[src/rtl/uart_pkg.sv]
// Shared types and helpers for the parity UART receiver.
//   rx_state_t  : receiver FSM state encoding
//   parity_err  : parity check of a data byte plus received parity bit
package uart_pkg;

  typedef enum logic [2:0] {
    IDLE  = 3'd0,
    START = 3'd1,
    DATA  = 3'd2,
    PAR   = 3'd3,
    STOP  = 3'd4
  } rx_state_t;

  // Even (odd = 0): error when data + parity hold an odd number of ones.
  // Odd  (odd = 1): error when data + parity hold an even number of ones.
  function automatic logic parity_err(input logic [7:0] data,
                                      input logic       par_bit,
                                      input logic       odd);
    return (^data) ^ par_bit ^ odd;
  endfunction

endpackage

[src/rtl/baud_timer.sv]
// Bit-period timer for the UART receiver.
//   clk, rst : system clock, async active-high reset
//   clear    : force the count to 0 (takes priority)
//   count    : advance the timer this cycle
//   half_tc  : count has reached HALF_BIT-1 (middle of the start bit)
//   full_tc  : count has reached CLKS_PER_BIT-1; the timer wraps to 0 here
module baud_timer #(
  parameter int CLKS_PER_BIT = 868,
  parameter int HALF_BIT     = 434
) (
  input  logic clk,
  input  logic rst,
  input  logic clear,
  input  logic count,
  output logic half_tc,
  output logic full_tc
);

  localparam int W = (CLKS_PER_BIT > 2) ? $clog2(CLKS_PER_BIT) : 1;
  localparam logic [W-1:0] FULL_LAST = W'(CLKS_PER_BIT - 1);
  localparam logic [W-1:0] HALF_LAST = W'((HALF_BIT > 0) ? HALF_BIT - 1 : 0);

  logic [W-1:0] cnt;

  always_ff @(posedge clk or posedge rst) begin
    if (rst) begin
      cnt <= '0;
    end else if (clear) begin
      cnt <= '0;
    end else if (count) begin
      if (cnt == FULL_LAST) cnt <= '0;
      else                  cnt <= cnt + 1'b1;
    end
  end

  assign half_tc = (cnt == HALF_LAST);
  assign full_tc = (cnt == FULL_LAST);

endmodule

[src/rtl/uart_rx_parity.sv]
// 8-bit UART receiver with one parity bit and one stop bit (8E1 / 8O1).
//   clk          : system clock
//   rst          : async active-high reset
//   rx_in        : asynchronous serial line, idle high
//   dout         : last received data byte
//   data_strobe  : one-cycle pulse when dout and the error flags update
//   rx_busy      : high while a frame is in progress
//   parity_error : parity result of the last frame
//   frame_error  : last frame's stop bit was sampled low
//
// state | meaning
// IDLE  | waiting for a falling edge on the synchronized line
// START | counting to the middle of the start bit to confirm it
// DATA  | sampling 8 data bits, LSB first, one per bit period
// PAR   | sampling the parity bit
// STOP  | sampling the stop bit, then publishing the frame
module uart_rx_parity
  import uart_pkg::*;
#(
  parameter int CLK_FREQUENCY = 100_000_000,
  parameter int BAUD_RATE     = 115200,
  parameter int PARITY        = 0
) (
  input  logic       clk,
  input  logic       rst,
  input  logic       rx_in,
  output logic [7:0] dout,
  output logic       data_strobe,
  output logic       rx_busy,
  output logic       parity_error,
  output logic       frame_error
);

  localparam int   CLKS_PER_BIT = CLK_FREQUENCY / BAUD_RATE;
  localparam int   HALF_BIT     = CLKS_PER_BIT / 2;
  localparam logic ODD_PARITY   = (PARITY != 0);

  rx_state_t   state, state_nxt;
  logic [1:0]  sync_q;
  logic        rx_s;
  logic        rx_prev;
  logic        fall;
  logic [7:0]  shift_q;
  logic [2:0]  bit_idx;
  logic        par_q;

  logic        timer_clr;
  logic        half_tc;
  logic        full_tc;
  logic        take_data;
  logic        take_par;
  logic        take_stop;

  // Synchronizer and edge history reset to the idle level so that reset
  // release never looks like a start edge.
  always_ff @(posedge clk or posedge rst) begin
    if (rst) begin
      sync_q  <= 2'b11;
      rx_prev <= 1'b1;
    end else begin
      sync_q  <= {sync_q[0], rx_in};
      rx_prev <= sync_q[1];
    end
  end

  assign rx_s = sync_q[1];
  // Requiring a 1 in the previous cycle keeps a held-low break line from
  // starting frames; rx_prev runs every cycle, so an edge landing on the
  // cycle IDLE is re-entered is still seen.
  assign fall = rx_prev & ~rx_s;

  baud_timer #(
    .CLKS_PER_BIT (CLKS_PER_BIT),
    .HALF_BIT     (HALF_BIT)
  ) u_timer (
    .clk     (clk),
    .rst     (rst),
    .clear   (timer_clr),
    .count   (state != IDLE),
    .half_tc (half_tc),
    .full_tc (full_tc)
  );

  always_ff @(posedge clk or posedge rst) begin
    if (rst) state <= IDLE;
    else     state <= state_nxt;
  end

  always_comb begin
    state_nxt = state;
    timer_clr = 1'b0;
    take_data = 1'b0;
    take_par  = 1'b0;
    take_stop = 1'b0;
    unique case (state)
      IDLE: begin
        timer_clr = 1'b1;
        if (fall) state_nxt = START;
      end
      START: begin
        if (half_tc) begin
          if (!rx_s) begin
            state_nxt = DATA;
            timer_clr = 1'b1;
          end else begin
            state_nxt = IDLE;
          end
        end
      end
      DATA: begin
        if (full_tc) begin
          take_data = 1'b1;
          if (bit_idx == 3'd7) state_nxt = PAR;
        end
      end
      PAR: begin
        if (full_tc) begin
          take_par  = 1'b1;
          state_nxt = STOP;
        end
      end
      STOP: begin
        if (full_tc) begin
          take_stop = 1'b1;
          state_nxt = IDLE;
        end
      end
      default: state_nxt = IDLE;
    endcase
  end

  always_ff @(posedge clk or posedge rst) begin
    if (rst) begin
      shift_q      <= 8'h00;
      bit_idx      <= 3'd0;
      par_q        <= 1'b0;
      dout         <= 8'h00;
      data_strobe  <= 1'b0;
      parity_error <= 1'b0;
      frame_error  <= 1'b0;
    end else begin
      data_strobe <= 1'b0;
      if (state == IDLE) bit_idx <= 3'd0;
      if (take_data) begin
        shift_q <= {rx_s, shift_q[7:1]};
        bit_idx <= bit_idx + 3'd1;
      end
      if (take_par) par_q <= rx_s;
      if (take_stop) begin
        dout         <= shift_q;
        parity_error <= parity_err(shift_q, par_q, ODD_PARITY);
        frame_error  <= ~rx_s;
        data_strobe  <= 1'b1;
      end
    end
  end

  assign rx_busy = (state != IDLE);

endmodule

[config.mk]
export PLATFORM = sky130hd
export DESIGN_NAME = uart_rx_parity
export DESIGN_NICKNAME = d
export VERILOG_FILES = /design/src/rtl/uart_pkg.sv /design/src/rtl/baud_timer.sv /design/src/rtl/uart_rx_parity.sv
export SDC_FILE = /design/constraint.sdc
export NUM_CORES = 1
export LEC_CHECK = 0
export BUFFER_PORTS_ARGS = -buffer_cell sky130_fd_sc_hd__buf_2
export CAP_MARGIN = 15
export CORE_MARGIN = 10
export CORE_UTILIZATION = 33
export DETAILED_ROUTE_END_ITERATION = 12
export GPL_TIMING_DRIVEN = 0
export PLACE_DENSITY = 0.58
export SETUP_SLACK_MARGIN = 0.2
export SYNTH_ARGS = -nofsm -noshare
export SYNTH_HDL_FRONTEND = slang
export SYNTH_SLANG_ARGS = --single-unit
[constraint.sdc]
create_clock -name clk -period 2.5 [get_ports clk]
set_input_delay 0.625 -clock clk [delete_from_list [all_inputs] [get_ports clk]]
set_output_delay 0.625 -clock clk [all_outputs]
set_load 0.03 [all_outputs]
==> report_table.html <==
<table>
<tr><th>Metric</th><th>Value</th></tr>
<tr><th colspan="2">Timing</th></tr>
<tr><td>Largest clock skew in the final design</td><td>6.62 ps</td></tr>
<tr><td>Clock period minus final worst setup slack</td><td>2160 ps</td></tr>
<tr><td>Fin. max-slew vios</td><td>0</td></tr>
<tr><td>Top achievable clock speed</td><td>462 MHz</td></tr>
<tr><td>Setup repair after global routing missed its margin</td><td>false</td></tr>
<tr><td>Final hold violations</td><td>0</td></tr>
<tr><td>Measured slew at the worst slew-check pin</td><td>803 ps</td></tr>
<tr><td>Final period util</td><td>86.5%</td></tr>
<tr><td># setup viols final</td><td>0</td></tr>
<tr><td>Setup TNS</td><td>0 ps</td></tr>
<tr><td>Max_slew headroom</td><td>46.4%</td></tr>
<tr><td>Hold Slack</td><td>359 ps</td></tr>
<tr><th colspan="2">Setup path</th></tr>
<tr><td>Kind of launch point of the worst setup path</td><td>register</td></tr>
<tr><td>Stage delay of the slowest cell on the critical path</td><td>450 ps</td></tr>
<tr><td>Cell with the largest stage delay on the worst path</td><td>dfrtp_1</td></tr>
<tr><td>Arrival time at the worst endpoint</td><td>2350 ps</td></tr>
<tr><td>Worst setup EP type</td><td>register</td></tr>
<tr><td>WP data required</td><td>2690 ps</td></tr>
<tr><td>Source of the worst register-to-register timing path</td><td>u_timer.cnt[0]</td></tr>
<tr><td>WS Path Type</td><td>register to register</td></tr>
<tr><td>Critical Path Fanout Max</td><td>10</td></tr>
<tr><td>Cells along the critical path</td><td>ha_1, and3_1, and4_1, clkbuf_1, buf_2, mux2_2</td></tr>
<tr><td>Launch point of the critical path</td><td>u_timer.cnt[0]</td></tr>
<tr><th colspan="2">Synth</th></tr>
<tr><td>Area of the mapped netlist</td><td>1800 um^2</td></tr>
<tr><td>Syn_nets</td><td>152</td></tr>
<tr><td>Synth area leader</td><td>dfrtp_1</td></tr>
<tr><td>Cells after Synth</td><td>145</td></tr>
<tr><td>Area share of the largest cell type after synthesis</td><td>50.1%</td></tr>
<tr><td>Yosys warnings</td><td>0</td></tr>
<tr><td>Sequential share of the synthesized area</td><td>54.5%</td></tr>
<tr><td>Mean Syn Cell Area</td><td>12.4 um^2</td></tr>
<tr><td>Leading cell types by total area after synthesis</td><td>dfrtp_1 50%, mux2_2 12%, dfstp_2 4.4%</td></tr>
<tr><td>Flops &amp; latches, synth</td><td>39</td></tr>
<tr><td>Post-synth cell types</td><td>35</td></tr>
<tr><th colspan="2">Layout</th></tr>
<tr><td>Count of non-filler cells in the finished layout</td><td>238</td></tr>
<tr><td>Most common library cell in the layout ignoring fill and taps</td><td>dfrtp_1</td></tr>
<tr><td>Layout filler cell count</td><td>523</td></tr>
<tr><td>Antenna diode count</td><td>0</td></tr>
<tr><td>Footprint of the flip-flops and latches</td><td>980 um^2</td></tr>
<tr><td>Relative area change from synthesis to final layout</td><td>15.9%</td></tr>
<tr><td>Layout cell share with drive strength beyond 1</td><td>31.0%</td></tr>
<tr><td>Multi-input gate area</td><td>777 um^2</td></tr>
<tr><td>Commonest cells after routing, fill and taps aside</td><td>36 x dfrtp_1, 19 x mux2_2, 15 x buf_2, 9 x nor3_1</td></tr>
<tr><td>Net count, final</td><td>174</td></tr>
<tr><td>Non-Filler Cell Area, Final</td><td>2090 um^2</td></tr>
<tr><th colspan="2">Pwr</th></tr>
<tr><td>Sw Pwr</td><td>0.484 mW</td></tr>
<tr><td>Sequential share of power</td><td>44.4%</td></tr>
<tr><td>Peak supply drop</td><td>0.000285 V</td></tr>
<tr><td>Switching share of power</td><td>30.2%</td></tr>
<tr><td>Internal power</td><td>1.12 mW</td></tr>
<tr><td>Static leakage</td><td>0.996 nW</td></tr>
<tr><td>Clock group share of total power</td><td>35.3%</td></tr>
<tr><td>Combinational fraction of design power</td><td>20.3%</td></tr>
<tr><td>Design Power</td><td>1.60 mW</td></tr>
<tr><td>Power density over the cells</td><td>769 nW/um^2</td></tr>
<tr><th colspan="2">Clocking</th></tr>
<tr><td>Largest buffer count on any clock path</td><td>2</td></tr>
<tr><td>H-tree depth</td><td>2</td></tr>
<tr><td>TritonCTS buffer count</td><td>5</td></tr>
<tr><td>Clock latency reported for the late side of the worst-skew pair</td><td>300 ps</td></tr>
<tr><td>CTS tree</td><td>built</td></tr>
<tr><td>Master cell of the clock root buffer</td><td>clkbuf_8</td></tr>
<tr><td>Sink count of the clock tree</td><td>39</td></tr>
<tr><td>Clock slew at reported path FFs</td><td>80 ps</td></tr>
<tr><td>Count of instances resized after the clock tree is built</td><td>0</td></tr>
<tr><th colspan="2">Min path</th></tr>
<tr><td>Start point of the worst hold path</td><td>sync_q[0]</td></tr>
<tr><td>Class of the most critical hold timing path</td><td>register to register</td></tr>
<tr><th colspan="2">Detailed routing</th></tr>
<tr><td>Antenna Violating Nets Remaining</td><td>0</td></tr>
<tr><td>Met2 wire len</td><td>1580 um</td></tr>
<tr><td>Vias per std cell</td><td>4.85</td></tr>
<tr><td>Remaining routing DRC violations</td><td>0</td></tr>
<tr><td>Initial DRT Pass Iterations</td><td>4</td></tr>
<tr><td>WL met1</td><td>1550 um</td></tr>
<tr><td>Routed wire per std cell</td><td>14.1 um</td></tr>
<tr><td>Max Used Layer</td><td>met4</td></tr>
<tr><td>Final wirelength</td><td>3360 um</td></tr>
<tr><td>Wire length on met3</td><td>189 um</td></tr>
<tr><td>Via count</td><td>1154</td></tr>
<tr><td>Initial DRC count</td><td>89</td></tr>
<tr><th colspan="2">Floorplanning</th></tr>
<tr><td>Num rows</td><td>26</td></tr>
<tr><td>Die X-Extent</td><td>93.8 um</td></tr>
<tr><td>Area of the die</td><td>8810 um^2</td></tr>
<tr><td>IO Count</td><td>15</td></tr>
<tr><td>Area of the core region</td><td>5200 um^2</td></tr>
<tr><td>Initial Util</td><td>34.6%</td></tr>
<tr><td>Vertical die dimension</td><td>93.8 um</td></tr>
<tr><th colspan="2">Global route</th></tr>
<tr><td>Vias in the first global route</td><td>1327</td></tr>
<tr><td>Global-route wire length before repair</td><td>6200 um</td></tr>
<tr><td>Maximum number of pins on one net before global-route repair</td><td>40</td></tr>
<tr><td>Number of antenna violations at the first check in global routing</td><td>0</td></tr>
<tr><td>Total global routing overflow</td><td>0</td></tr>
<tr><td>GRT Total Usage</td><td>8.76%</td></tr>
<tr><th colspan="2">Placement</th></tr>
<tr><td>Routability Congestion</td><td>0.717</td></tr>
<tr><td>Post-DP HPWL</td><td>2370 um</td></tr>
<tr><td>Buffers added on ports</td><td>14</td></tr>
<tr><td>Cell area after placement</td><td>1960 um^2</td></tr>
<tr><td>Cell count after placement</td><td>229</td></tr>
<tr><th colspan="2">Job</th></tr>
<tr><td>Max-cap violations</td><td>0</td></tr>
<tr><th colspan="2">Status</th></tr>
<tr><td>Outcome</td><td>finished clean</td></tr>
</table>
path summary, 6_finish.rpt:
kind | to | slack [ps] | depth (start not counted)
max | shift_q[3] | 340 | 6
min | sync_q[1] | 360 | 0
max reg2reg | shift_q[3] | 340 | 6
min reg2reg | sync_q[1] | 360 | 0
max in group asynchronous | u_timer.cnt[7] | 1520 | 2
min in group asynchronous | dout[0] | 470 | 2
routing by layer:
metal,up-vias,global-route usage (%)
met3,5,3.92
met2,22,13.8
met4,0,2.78
met5,-,0
li1,557,-
met1,570,10.4
power groups by stage:
stage | clock (mW) | combinational, mW | sequential (mW)
after floorplan | 0 | 0.255 | 0.713
after global placement | 0 | 0.313 | 0.721
after detailed placement | 0 | 0.324 | 0.723
after CTS | 0.583 | 0.326 | 0.711
after global routing | 0.619 | 0.372 | 0.721
final | 0.566 | 0.326 | 0.712
cells in the mapped netlist:
cell       count
ha_1           4
nand3_1        7
nand2_1        8
nor3_1         9
dfstp_2        3
buf_4          1
dfrtp_1       36
nor2_1         8
and4bb_2       1
nand4_1        2
o21ai_1        1
clkbuf_1       1
nor4bb_1       1
xnor2_1        8
and2_1         1
nand4b_1       1
o21ai_0        4
or3b_2         1
a2111oi_4      1
xor2_1         6
xnor3_1        1
or2_1          1
buf_6          1
nor3b_1        3
a211oi_1       2
o21bai_1       1
inv_1          4
mux2i_1        1
mux2_2        19
a2111oi_1      1
a41oi_1        1
buf_2          1
or3b_1         1
and4_1         1
and3_1         3
flip-flops by register name (all words and copies together), names as in the netlist, 2 cells and up:
register and count:
state 3, dout 8, shift_q 8, sync_q 2
u_timer.cnt 10, bit_idx 3
timing repair:
| item | CTS | global route |
|---|---|---|
| setup endpoints to repair | 0 | 8 |
| endpoints found under the hold margin | 0 | 0 |
| hold buffers | 0 | 0 |
| setup buffers | 0 | 1 |
worst max-delay path: cells and delay by family (launching register included):
kind	cells	cell delay, ps
and+or+nand+nor	2	500
buffers and inverters	2	470
DFF	1	450
muxes	1	360
adders and majority gates	1	280
logic make-up (layout without fill, tap and decap cells):
| group | count (synthesis) | after routing | share of synthesized area (%) |
|---|---|---|---|
| buffers and inverters | 8 | 31 | 2.36 |
| xor gates and xnor gates | 15 | 15 | 8.07 |
| and+or+nand+nor | 48 | 48 | 14.7 |
| AOI/OAI and AO/OA | 11 | 11 | 5.22 |
| muxes | 20 | 20 | 12.4 |
| adders and majority gates | 4 | 4 | 2.78 |
| DFF | 39 | 39 | 54.5 |
stage by stage:
| stage | util [%] | worst slack [ps] |
|---|---|---|
| floorplan | - | 603 |
| global placement | 37.6 | 376 |
| detailed placement | 37.6 | 323 |
| CTS | 39.9 | 284 |
| global route | 40.1 | 202 |
| finish | 40.1 | 337 |
final cells by class:
| class | count | share of cell area [%] |
|---|---|---|
| sequential | 39 | 47.0 |
| multi-input combinational | 98 | 37.3 |
| tap | 70 | 4.20 |
| clock buffer | 6 | 3.96 |
| timing repair buffer | 15 | 3.72 |
| clock inverter | 2 | 1.86 |
| buffer | 4 | 1.32 |
| inverter | 4 | 0.720 |
Power figures use the tool's default switching activity.
